<file path="src/rtl/integrator_sched_pkg.sv">
// Shared types and result helpers for the time-multiplexed integrator.
// INTEGRATOR_SAT_EN selects clamp-on-overflow; otherwise results wrap.
package integrator_sched_types;

    localparam int SAMPLE_W = 10;
    localparam int CH_W     = 4;

    typedef logic signed [SAMPLE_W-1:0] sample_t;

    typedef struct packed {
        logic [CH_W-1:0] ch;
        sample_t         data;
        logic            ovf;
    } result_t;

    function automatic logic [CH_W+SAMPLE_W:0] result_to_lv(input result_t r);
        return {r.ch, r.data, r.ovf};
    endfunction

    // sum is a sign-extended (dw+1)-bit value; caller keeps the low dw bits.
    function automatic logic signed [31:0] sat_wrap(input logic signed [31:0] sum,
                                                    input int dw);
`ifdef INTEGRATOR_SAT_EN
        logic signed [31:0] max_v;
        logic signed [31:0] min_v;
        max_v = (32'sd1 <<< (dw - 1)) - 32'sd1;
        min_v = -(32'sd1 <<< (dw - 1));
        if (sum > max_v) begin
            return max_v;
        end else if (sum < min_v) begin
            return min_v;
        end
        return sum;
`else
        return (sum <<< (32 - dw)) >>> (32 - dw);
`endif
    endfunction

endpackage

</file>
<file path="src/rtl/integrator_rr_arbiter.sv">
// Round-robin arbiter: one-hot grant plus index, searching upward from ptr.
// Latency: combinational grant; ptr advances past the winner at the edge.
// Backpressure: en=0 forces an all-zero grant and freezes ptr.
module integrator_rr_arbiter #(
    parameter  int NCH = 4,
    localparam int CW  = $clog2(NCH)
) (
    input  logic           clk,
    input  logic           rst,
    input  logic [NCH-1:0] req_valid,
    input  logic           en,
    output logic [NCH-1:0] gnt,
    output logic           gnt_vld,
    output logic [CW-1:0]  gnt_idx
);

    logic [CW-1:0] ptr;
    logic [CW-1:0] ptr_nxt;

    always_comb begin
        int            idx_i;
        logic [CW-1:0] idx;
        gnt     = '0;
        gnt_vld = 1'b0;
        gnt_idx = '0;
        for (int k = 0; k < NCH; k++) begin
            idx_i = int'(ptr) + k;
            if (idx_i >= NCH) begin
                idx_i = idx_i - NCH;
            end
            idx = CW'(idx_i);
            if (en && !gnt_vld && req_valid[idx]) begin
                gnt_vld  = 1'b1;
                gnt_idx  = idx;
                gnt[idx] = 1'b1;
            end
        end
        ptr_nxt = ptr;
        if (gnt_vld) begin
            ptr_nxt = (int'(gnt_idx) == NCH - 1) ? '0 : gnt_idx + 1'b1;
        end
    end

    always_ff @(posedge clk or posedge rst) begin
        if (rst) begin
            ptr <= '0;
        end else begin
            ptr <= ptr_nxt;
        end
    end

endmodule

</file>
<file path="src/rtl/integrator_sched.sv">
// Shares one signed integrator across NCH channels with round-robin grants.
// Latency: one cycle, sample accepted at edge N appears on out_* after edge N.
// Backpressure: out_valid && !out_ready freezes out_* and grants nothing.
// Build option: define INTEGRATOR_SAT_EN to saturate instead of wrap.
module integrator_sched
    import integrator_sched_types::*;
#(
    parameter  int NCH = 4,
    parameter  int DW  = 10,
    localparam int CW  = $clog2(NCH)
) (
    input  logic              clk,
    input  logic              rst,
    input  logic [NCH-1:0]    req_valid,
    input  logic [NCH*DW-1:0] req_data,
    output logic [NCH-1:0]    req_ready,
    input  logic [NCH-1:0]    clr,
    output logic              out_valid,
    input  logic              out_ready,
    output logic [CW-1:0]     out_ch,
    output logic [DW-1:0]     out_data,
    output logic              out_ovf
);

    logic [DW-1:0]      acc [NCH];
    logic               adv;
    logic [NCH-1:0]     gnt;
    logic               gnt_vld;
    logic [CW-1:0]      gnt_idx;
    logic [DW-1:0]      sample;
    logic [DW-1:0]      acc_sel;
    logic [DW:0]        sum;
    logic               ovf;
    logic signed [31:0] res_full;
    logic [DW-1:0]      result;
    logic               unused_res_hi;

    // Reset also masks grants so req_ready stays low while rst is held.
    assign adv = (!out_valid || out_ready) && !rst;

    integrator_rr_arbiter #(.NCH(NCH)) u_arb (
        .clk       (clk),
        .rst       (rst),
        .req_valid (req_valid),
        .en        (adv),
        .gnt       (gnt),
        .gnt_vld   (gnt_vld),
        .gnt_idx   (gnt_idx)
    );

    assign req_ready = gnt;

    // A clear on the granted channel zeroes the operand before the add.
    always_comb begin
        sample  = '0;
        acc_sel = '0;
        for (int i = 0; i < NCH; i++) begin
            if (gnt[i]) begin
                sample  = req_data[i*DW +: DW];
                acc_sel = clr[i] ? '0 : acc[i];
            end
        end
        sum      = {acc_sel[DW-1], acc_sel} + {sample[DW-1], sample};
        ovf      = sum[DW] ^ sum[DW-1];
        res_full = sat_wrap(32'($signed(sum)), DW);
        result   = res_full[DW-1:0];
    end

    assign unused_res_hi = ^res_full[31:DW];

    always_ff @(posedge clk or posedge rst) begin
        if (rst) begin
            for (int i = 0; i < NCH; i++) begin
                acc[i] <= '0;
            end
        end else begin
            for (int i = 0; i < NCH; i++) begin
                if (gnt[i]) begin
                    acc[i] <= result;
                end else if (clr[i]) begin
                    acc[i] <= '0;
                end
            end
        end
    end

    always_ff @(posedge clk or posedge rst) begin
        if (rst) begin
            out_valid <= 1'b0;
            out_ch    <= '0;
            out_data  <= '0;
            out_ovf   <= 1'b0;
        end else if (gnt_vld) begin
            out_valid <= 1'b1;
            out_ch    <= gnt_idx;
            out_data  <= result;
            out_ovf   <= ovf;
        end else if (adv) begin
            out_valid <= 1'b0;
        end
    end

endmodule

</file>
<file path="config.mk">
export PLATFORM = sky130hd
export DESIGN_NAME = integrator_sched
export DESIGN_NICKNAME = d
export VERILOG_FILES = /design/src/rtl/integrator_sched_pkg.sv /design/src/rtl/integrator_rr_arbiter.sv /design/src/rtl/integrator_sched.sv
export SDC_FILE = /design/constraint.sdc
export NUM_CORES = 1
export LEC_CHECK = 0
export CAP_MARGIN = 10
export CORE_MARGIN = 8
export CORE_UTILIZATION = 55
export CTS_BUF_LIST = sky130_fd_sc_hd__clkbuf_8
export DETAILED_ROUTE_END_ITERATION = 6
export PLACE_DENSITY_LB_ADDON = 0.1
export SLEW_MARGIN = 20
export SYNTH_ARGS = -nofsm -noshare
export SYNTH_HDL_FRONTEND = slang
export SYNTH_SLANG_ARGS = --single-unit
</file>
<file path="constraint.sdc">
create_clock -name clk -period 5.95 [get_ports clk]
set_input_delay 0.8925 -clock clk [delete_from_list [all_inputs] [get_ports clk]]
set_output_delay 0.8925 -clock clk [all_outputs]
set_load 0.005 [all_outputs]
</file>
# Word-level counts from Yosys, hierarchy flattened
# Cells that the tools add are included.
# classes
n_addsub,9
mul,0
div_mod_pow,0
order_cmp,12
n_eq_ne,1
shifts,0
muxes,51
bitwise_logic,4
n_reduce_logical,19
# op_table
operator,n
$mux 10,16
$mux 2,9
$mux 4,4
$mux 1,14
$logic_and 1x1->1,12
$lt 2x3->1 const B,4
$or 4x4->4,3
$add 10x10->11,1
$ge 3x3->1 const B,3
$bmux 1 s2,4
$demux 1 s2,4
$ge 2x1->1 const B,4
$sub 2x1->2 const B,4
$add 2x2->3 const B,2
$logic_not 1->1,5
$add 2x1->3 const B,1
$ge 2x3->1 const B,1
$add 2x1->2 const B,1
$eq 2x1->1 const B,1
$reduce_bool 2->1,1
$logic_or 1x1->1,1
$xor 1x1->1,1
# totals
reg_bits,56
latch_bits,0
ram_bits,0
rom_bits,0
output_inout_bits,18
n_memories,0

# Logic depth before layout (Yosys ltp)
# Gate-level depths: netlist (run 1).
# depth
depth_word,24
ltp_mapped,22

# Modules after synthesis
# Synthesis (run 1) repeated with hierarchy kept, for this count alone.
# unflattened
hier_cells,423
area_unflattened_um2,3938.8
# by_module_without_submodules
mod,n_inst,cells_per_inst,area_each_um2,seq_area_each_um2
integrator_sched,1,355,3299.4,1351.3
integrator_rr_arbiter,1,68,639.4,50.0

# Worst setup path after synthesis (run 1)
# No wires, ideal clock.
# synth_path
path_type,reg-to-reg
start,reg (tool-made name)
end,reg out_data[8]
setup_ps,66
arrival_time_ps,4388
t_required_ps,5884
setup_slack_ps,1496
stages_incl_launch_ff,22
path_buffers,4
synth_period_minus_slack_ps,4454
cell_sequence,dfrtp_1 -> buf_4 -> inv_1 -> ha_1 -> buf_2 -> mux4_2 -> clkbuf_1 -> a21oi_1 -> a2111oi_2 -> nor2_2 -> inv_2 -> buf_6 -> a311oi_2 -> a221oi_2 -> ha_1 -> inv_1 -> fa_1 -> nor2b_1 -> o2111ai_1 -> a31oi_1 -> xor2_1 -> mux2_2
# synth_lines
element,line_no,source
end signal: assignment,integrator_sched.sv:96,out_data <= result;
end: declaration,integrator_sched.sv:21,"output logic [DW-1:0] out_data,"

# Worst setup path after layout (run 1)
# layout_path
start,in req_valid[1]
end,reg out_data[8]
# layout_between
elab_chain_len,21
word_cells_on_any_way,38
cone_classes,add/sub (1); mux (24); bitwise (3); reduce/logical (10)
# layout_rtl
element,line_no,source
start: declaration,integrator_sched.sv:14,"input logic [NCH-1:0] req_valid,"
$bmux 1 s2,integrator_rr_arbiter.sv:32,if (en && !gnt_vld && req_valid[idx]) begin
$mux 1 (not written as such),integrator_rr_arbiter.sv:32,
$logic_and 1x1->1,integrator_rr_arbiter.sv:32,
$mux 1,integrator_rr_arbiter.sv:32,
$logic_not 1->1,integrator_rr_arbiter.sv:32,
$logic_and 1x1->1 (2 in a row),integrator_rr_arbiter.sv:32,
$mux 1,integrator_rr_arbiter.sv:32,
$logic_not 1->1,integrator_rr_arbiter.sv:32,
$logic_and 1x1->1 (2 in a row),integrator_rr_arbiter.sv:32,
$mux 1,integrator_rr_arbiter.sv:32,
$logic_not 1->1,integrator_rr_arbiter.sv:32,
$logic_and 1x1->1 (2 in a row),integrator_rr_arbiter.sv:32,
$mux 4,integrator_rr_arbiter.sv:32,
$mux 10 (4 in a row),integrator_sched.sv:58,if (gnt[i]) begin
$add 10x10->11,integrator_sched.sv:63,"sum = {acc_sel[DW-1], acc_sel} + {sample[DW-1], sample};"
# Several ways; a longest one is shown, not always the timed one. The select of a mux whose other input is x is not followed.
# A chain may end at the register's enable or synchronous reset.

==> impl_metrics.csv, run 1 <==
group,metric,value,unit
power_and_ir_drop,swShare,49.0,%
cells_and_area,n_fill_cell,596,
timing,fin_crit_sh,93.0,%
clock_network,cts-buffers-inserted,5,
clock_network,h-tree-depth,2,
status,status,"finished clean",
setup_path,crit_fanout,21,
route,wl_per_cell,18.2,µm
global_route,grt_pass1_vias,3509,
timing,relSlewSlack,52.5,%
die,die_y,101,µm
setup_path,slowest_stage,"mux4_2",
timing,setup_viol,0,
die,die_x,101,µm
route,drt_iter0_drc,217,
synthesis,syn_inst,424,
synthesis,ys.flop_type,"dfrtp_1",
timing,fin_crit,5530,ps
setup_path,r2r_slack,570,ps
power_and_ir_drop,power_density,536,mW/mm²
timing,setup_ws,416,ps
clock_network,cts.clk_slew.worst_paths,110,ps
route,antenna_left,0,
route,via_count,3464,
route,drt_first_pass_iters,4,
synthesis,syn-cell-area,0.00394,mm²
clock_network,cts_hold_buf,0,
setup_path,crit_type,"in -> reg",
power_and_ir_drop,p_int,1.31,mW
synthesis,yosysWarnings,0,
clock_network,cts_root_buf,"clkbuf_8",
clock_network,ctsLongestPathBuffers,2,
clock_network,tritoncts,"built",
power_and_ir_drop,vdd_drop_max,0.313,mV
synthesis,syn_nets,493,
timing,drv_slew,0,
route,wl,10.6,mm
hold_path,min_path_type,"reg -> reg",
timing,final_hold_viol_count,0,
timing,fin_skew,11.7,ps
route,via_per_inst,5.92,
setup_path,endpoint_kind,"flop",
place,place.gp.congestion,0.873,
global_route,antenna_found_initial,0,
die,row_count,31,
timing,grt_setup_unrepaired,"false",
setup_path,arrival,5800,ps
synthesis,synth.distinct_cells,54,
setup_path,critPathMostFrequentCell,"a31oi_1",
synthesis,ys_ff_latch,56,
setup_path,critPathLaunchType,"primary input",
run,drv_cap,0,
power_and_ir_drop,power,2.57,mW
setup_path,worstRegToRegCells,17,
synthesis,syn-mean-instance-area,9.30,µm²
setup_path,timing.rr.start,"u_arb.ptr[1]",
timing,holdWs,490,ps
setup_path,max_stage_delay,650,ps
place,preCtsSetupSlack,88.3,ps
die,core,0.00710,mm²
die,io_pins,69,
clock_network,cts.sinks,56,
timing,worst_pin_slew,713,ps
cells_and_area,final_util,67.7,%
setup_path,crit_start,"req_valid[1]",
die,die_area,0.0101,mm²
synthesis,synth-edff-count,0,
place,post-dp-hpwl,8.04,mm
setup_path,reg2reg_to,"out_data[8]",
setup_path,worst_ep_required_time,6220,ps
synthesis,ys_async_sr_fraction,100,%
global_route,grt_first_pass_wirelength,17.5,mm
setup_path,crit_chain,"clkdlybuf4s50_1, mux4_2, nand3b_1, a2111oi_2, nor2_2, inv_2, nor2_1, a31oi_1, ha_1, inv_1, fa_1, nor2b_1, o2111ai_1, a31oi_1, xor2_1, mux2_2",
cells_and_area,drive_gt1_share,10.1,%
power_and_ir_drop,seq_power_share,21.7,%
power_and_ir_drop,leakage,2.11,nW
die,start_util,55.5,%
power_and_ir_drop,power.share.clock,8.6,%
route,drcViolationCount,0,
global_route,grt_max_degree,57,
cells_and_area,n_antenna_cell,0,
synthesis,ys_seq_area_share,35.5,%
power_and_ir_drop,power.switching,1.26,mW
timing,setup_tns,0,ps
cells_and_area,nNetsFinal,554,
cells_and_area,area_growth_syn_to_layout,21.8,%
power_and_ir_drop,p_comb_share,69.7,%
global_route,globalRouteOverflowTotal,0,
setup_path,setup.worst_path.end,"out_data[8]",
place,io_buffers,68,
global_route,track_usage,21.7,%
clock_network,insertion_delay,320,ps
timing,clock.fmax,181,MHz
[per-layer routing]
layer | global-route usage [%] | up-vias | share of wire (%)
li1 | - | 1663 | -
met1 | 25.6 | 1692 | 41
met2 | 37.9 | 84 | 52
met3 | 3.31 | 25 | 3.8
met4 | 10.0 | 0 | 2.9
met5 | 0 | - | 0
[cells by family after synthesis]
group | after synthesis | synth area share (%)
AO/OA/AOI/OAI | 111 | 20.1
XOR/XNOR | 10 | 2.22
adder cells (fa/ha/maj) | 18 | 5.90
buffers and inverters | 38 | 4.82
flip-flops | 56 | 35.5
multiplexers | 38 | 11.1
AND/OR/NAND/NOR | 153 | 20.3
[critical path, delay by kind of cell]
family / cells / cell delay, ps
multiplexers: 2 / 900
buffers and inverters: 3 / 960
XOR/XNOR: 1 / 440
adder cells (fa/ha/maj): 2 / 620
AO/OA/AOI/OAI: 4 / 1120
AND/OR/NAND/NOR: 4 / 860
[cells in the final DEF, fill, tap and decap left out, types with 3 or more instances in the layout]
cell	n
a311oi_1	8
inv_1	8
clkbuf_8	5
o21bai_1	10
mux2i_1	28
nand2b_1	23
xnor2_1	3
nand3_1	22
nor2_1	12
dfrtp_1	55
mux4_2	4
nor3_1	3
ha_1	17
a31oi_1	13
inv_2	3
o21ai_0	35
a21o_1	5
nand3b_1	12
nand2_1	55
clkdlybuf4s50_1	68
a21oi_1	13
xor2_1	7
buf_4	11
mux2_2	6
a221oi_1	10
nor2b_1	13
[power by group through the flow]
stage	Combinational (mW)	Clock, mW	Sequential, mW
2_1_floorplan	1.26	0	0.553
6_report	1.79	0.221	0.559
5_1_grt	1.97	0.236	0.572
3_3_place_gp	1.74	0	0.561
4_1_cts	1.80	0.225	0.558
3_5_place_dp	1.78	0	0.567
[synth_stat cells (3+ instances only)]
cell      instances  area (µm²)
dfrtp_1          56        1400
nand2_1          55         206
o21ai_0          35         175
mux2i_1          28         280
nand2b_1         23         144
nand3_1          22         110
ha_1             17         213
a21oi_1          13        65.1
a31oi_1          13        81.3
nor2b_1          13        81.3
nand3b_1         12        90.1
nor2_1           12        45.0
buf_2            11        55.1
a221oi_1         10        87.6
o21bai_1         10        75.1
inv_1             9        33.8
a311oi_1          8        70.1
clkbuf_1          8        30.0
xor2_1            7        61.3
mux2_2            6        67.6
a21o_1            5        37.5
mux4_2            4        90.1
buf_4             3        22.5
buf_6             3        33.8
nor3_1            3        15.0
xnor2_1           3        26.3
[how the worst min path moves through the flow]
stage                  end  cells past startpoint  slack, ps         from
2_1_floorplan      acc[23]                      2        470      acc[23]
3_3_place_gp     out_ch[0]                      2        460    out_ch[0]
3_5_place_dp   out_data[7]                      2        470  out_data[7]
4_1_cts        out_data[7]                      2        490  out_data[7]
5_1_grt          out_ch[1]                      1        530    out_ch[1]
6_report       out_data[7]                      2        490  out_data[7]
[final cells by class]
cell class / instances / area [µm²] / area share, %
Clock buffer: 5 / 68.8 / 1.43
Sequential cell: 56 / 1400 / 29.2
Tap cell: 99 / 124 / 2.58
Clock inverter: 3 / 21.3 / 0.443
Timing Repair Buffer: 80 / 783 / 16.3
Multi-Input combinational cell: 330 / 2360 / 49.1
Inverter: 12 / 45.0 / 0.938
[flip-flops by register name, summed over array words and instances, names as in the netlist, named ones only]
register,count
out_ch,2
u_arb.ptr,1
out_ovf,1
out_valid,1
out_data,10
acc,40
[stage by stage]
step	instance area [µm²]	std cells
finish	4800	585
global route	4800	585
CTS	4800	585
detailed placement	4710	577
global placement	4710	577
floorplan	3940	424
[timing repair]
item                                    CTS  global route
setup buffers                             0             0
endpoints found under the setup margin    0             1
gates resized for setup                   0             1
endpoints found under the hold margin     0             0
Note: power is estimated with default switching activity, not from simulation.
==> run 2, diff against run 1 <==
--- a/config.mk
+++ b/config.mk
@@ -5,7 +5,8 @@
 export SDC_FILE = /design/constraint.sdc
 export NUM_CORES = 1
 export LEC_CHECK = 0
-export CAP_MARGIN = 10
+export ABC_CLOCK_PERIOD_IN_PS = 5950
+export CAP_MARGIN = 20
 export CORE_MARGIN = 8
 export CORE_UTILIZATION = 55
 export CTS_BUF_LIST = sky130_fd_sc_hd__clkbuf_8
==> results of run 2 <==
Same layout as run 1: the final DEF is identical, and so are final timing and power.
==> run 3, diff against run 2 <==
--- a/config.mk
+++ b/config.mk
@@ -12,6 +12,7 @@
 export CTS_BUF_LIST = sky130_fd_sc_hd__clkbuf_8
 export DETAILED_ROUTE_END_ITERATION = 6
 export PLACE_DENSITY_LB_ADDON = 0.1
+export REMOVE_ABC_BUFFERS = 1
 export SLEW_MARGIN = 20
 export SYNTH_ARGS = -nofsm -noshare
 export SYNTH_HDL_FRONTEND = slang
==> impl_metrics.csv, run 3 (synthesis gave the netlist of run 1 again) <==
group,metric,value,unit
status,status,"finished clean",
cells_and_area,multi_input_area,0.00236,mm²
clock_network,post_cts_buffers,0,
hold_path,hp-start,"out_data[1]",
setup_path,crit_start,"req_valid[2]",
cells_and_area,largest_registers,"acc (40), out_data (10), out_ch (2)",
timing,grt_setup_unrepaired,"false",
route,antenna_left,0,
setup_path,worst_ep_required_time,6180,ps
cells_and_area,drive_gt1_share,10.1,%
hold_path,hold_end,"out_data[1]",
die,row_count,31,
clock_network,cts.sinks,56,
clock_network,tritoncts,"built",
cells_and_area,n_antenna_cell,0,
clock_network,insertion_delay,310,ps
place,post-dp-hpwl,7.76,mm
global_route,grt_pass1_vias,3418,
setup_path,worst-path-stages,17,
timing,relSlewSlack,51.8,%
cells_and_area,final_util,67.7,%
timing,clock.fmax,191,MHz
die,die_area,0.0101,mm²
hold_path,whs_path_depth,2,
cells_and_area,layoutNonFillerInstCount,586,
global_route,grt_first_pass_wirelength,17.3,mm
cells_and_area,nNetsFinal,555,
place,dp.cells,578,
setup_path,crit_type,"in -> reg",
clock_network,h-tree-depth,2,
power_and_ir_drop,power,2.52,mW
timing,fin_crit,5220,ps
route,wl_per_cell,18.1,µm
setup_path,reg2reg_to,"acc[18]",
timing,fin_skew,10.9,ps
die,io_pins,69,
global_route,track_usage,21.3,%
setup_path,worstRegToRegCells,18,
setup_path,crit_chain,"clkdlybuf4s50_1, mux4_2, nand3b_1, a2111oi_2, nor2_2, inv_2, a311oi_2, a221oi_2, ha_1, inv_1, fa_1, nor2b_1, o2111ai_1, a31oi_1, xor2_1, nand2_1, o21ai_0",
cells_and_area,final_cell_mix,"clkdlybuf4s50_1 (68), dfrtp_1 (56), nand2_1 (55)",
route,drt_iter0_drc,177,
global_route,antenna_found_initial,0,
power_and_ir_drop,vdd_drop_max,0.230,mV
power_and_ir_drop,leakage,2.12,nW
die,die_x,101,µm
setup_path,max_stage_delay,630,ps
route,drt_first_pass_iters,5,
setup_path,path_buf_inv,3,
place,io_buffers,68,
timing,drv_slew,0,
cells_and_area,largest_reg_flops,40,
cells_and_area,final_common_cell,"clkdlybuf4s50_1",
timing,fin_crit_sh,87.8,%
hold_path,min_path_type,"reg -> reg",
cells_and_area,regMostFlops,"acc",
run,drv_cap,0,
route,wl,10.6,mm
timing,final_hold_viol_count,0,
setup_path,crit_fanout,19,
cells_and_area,area_growth_syn_to_layout,21.8,%
die,die_y,101,µm
setup_path,endpoint_kind,"flop",
clock_network,cts_hold_buf,0,
setup_path,critPathLaunchType,"primary input",
clock_network,cts_root_buf,"clkbuf_8",
global_route,globalRouteOverflowTotal,0,
power_and_ir_drop,power_density,525,mW/mm²
route,via_per_inst,5.82,
cells_and_area,n_fill_cell,608,
place,preCtsSetupSlack,486,ps
setup_path,arrival,5450,ps
setup_path,slowest_stage,"mux4_2",
clock_network,cts-buffers-inserted,5,
timing,setup_tns,0,ps
setup_path,r2r_slack,750,ps
setup_path,crit_family,"compound AO/OA/AOI/OAI gates",
route,drcViolationCount,0,
timing,holdWs,490,ps
place,placed_area,0.00471,mm²
cells_and_area,register_area,0.00140,mm²
clock_network,ctsLongestPathBuffers,2,
clock_network,cts.clk_slew.worst_paths,100,ps
clock_network,post_cts_resized,0,
global_route,grt_max_degree,57,
timing,worst_pin_slew,722,ps
timing,setup_viol,0,
route,via_count,3411,
cells_and_area,design_area,0.00480,mm²
setup_path,timing.rr.start,"u_arb.ptr[1]",
die,core,0.00710,mm²
timing,setup_ws,726,ps
die,start_util,55.5,%
place,place.gp.congestion,0.863,
[run 3: how the worst max path moves through the flow]
| stage | slack, ps | to |
|---|---|---|
| 2_1_floorplan | 760 | out_data[9] |
| 3_3_place_gp | 540 | out_data[8] |
| 3_5_place_dp | 490 | out_data[8] |
| 4_1_cts | 790 | out_data[8] |
| 5_1_grt | 390 | acc[18] |
| 6_report | 730 | acc[18] |
[run 3: cell type report]
class                      count  share of cell area (%)
multi-input combinational    330                    49.1
sequential                    56                    29.2
timing repair buffer          81                    16.2
tap                           99                    2.58
clock buffer                   6                    1.72
inverter                      12                   0.938
clock inverter                 2                   0.287
[run 3: report_power, final]
group	switching (mW)	internal (mW)	total [mW]
sequential	0.0603	0.496	0.557
clock	0.126	0.0955	0.221
combinational	1.02	0.728	1.75
total	1.20	1.32	2.52
[run 3: layer usage]
metal  vias up  global-route usage [%]  part of all wire, %
met5         -                       0                    0
met4         0                    3.84                 0.59
met3         6                    3.59                  4.7
met2        87                    35.3                   48
met1      1654                    28.5                   46
li1       1664                       -                    -
[run 3: worst register-to-register path, delay by kind of cell, from the launching register on]
family / cells / cell delay, ps
AND/OR/NAND/NOR: 4 / 610
adder cells (fa/ha/maj): 3 / 1100
flip-flops: 1 / 640
multiplexers: 1 / 440
AO/OA/AOI/OAI: 6 / 1340
buffers and inverters: 3 / 590
XOR/XNOR: 1 / 410
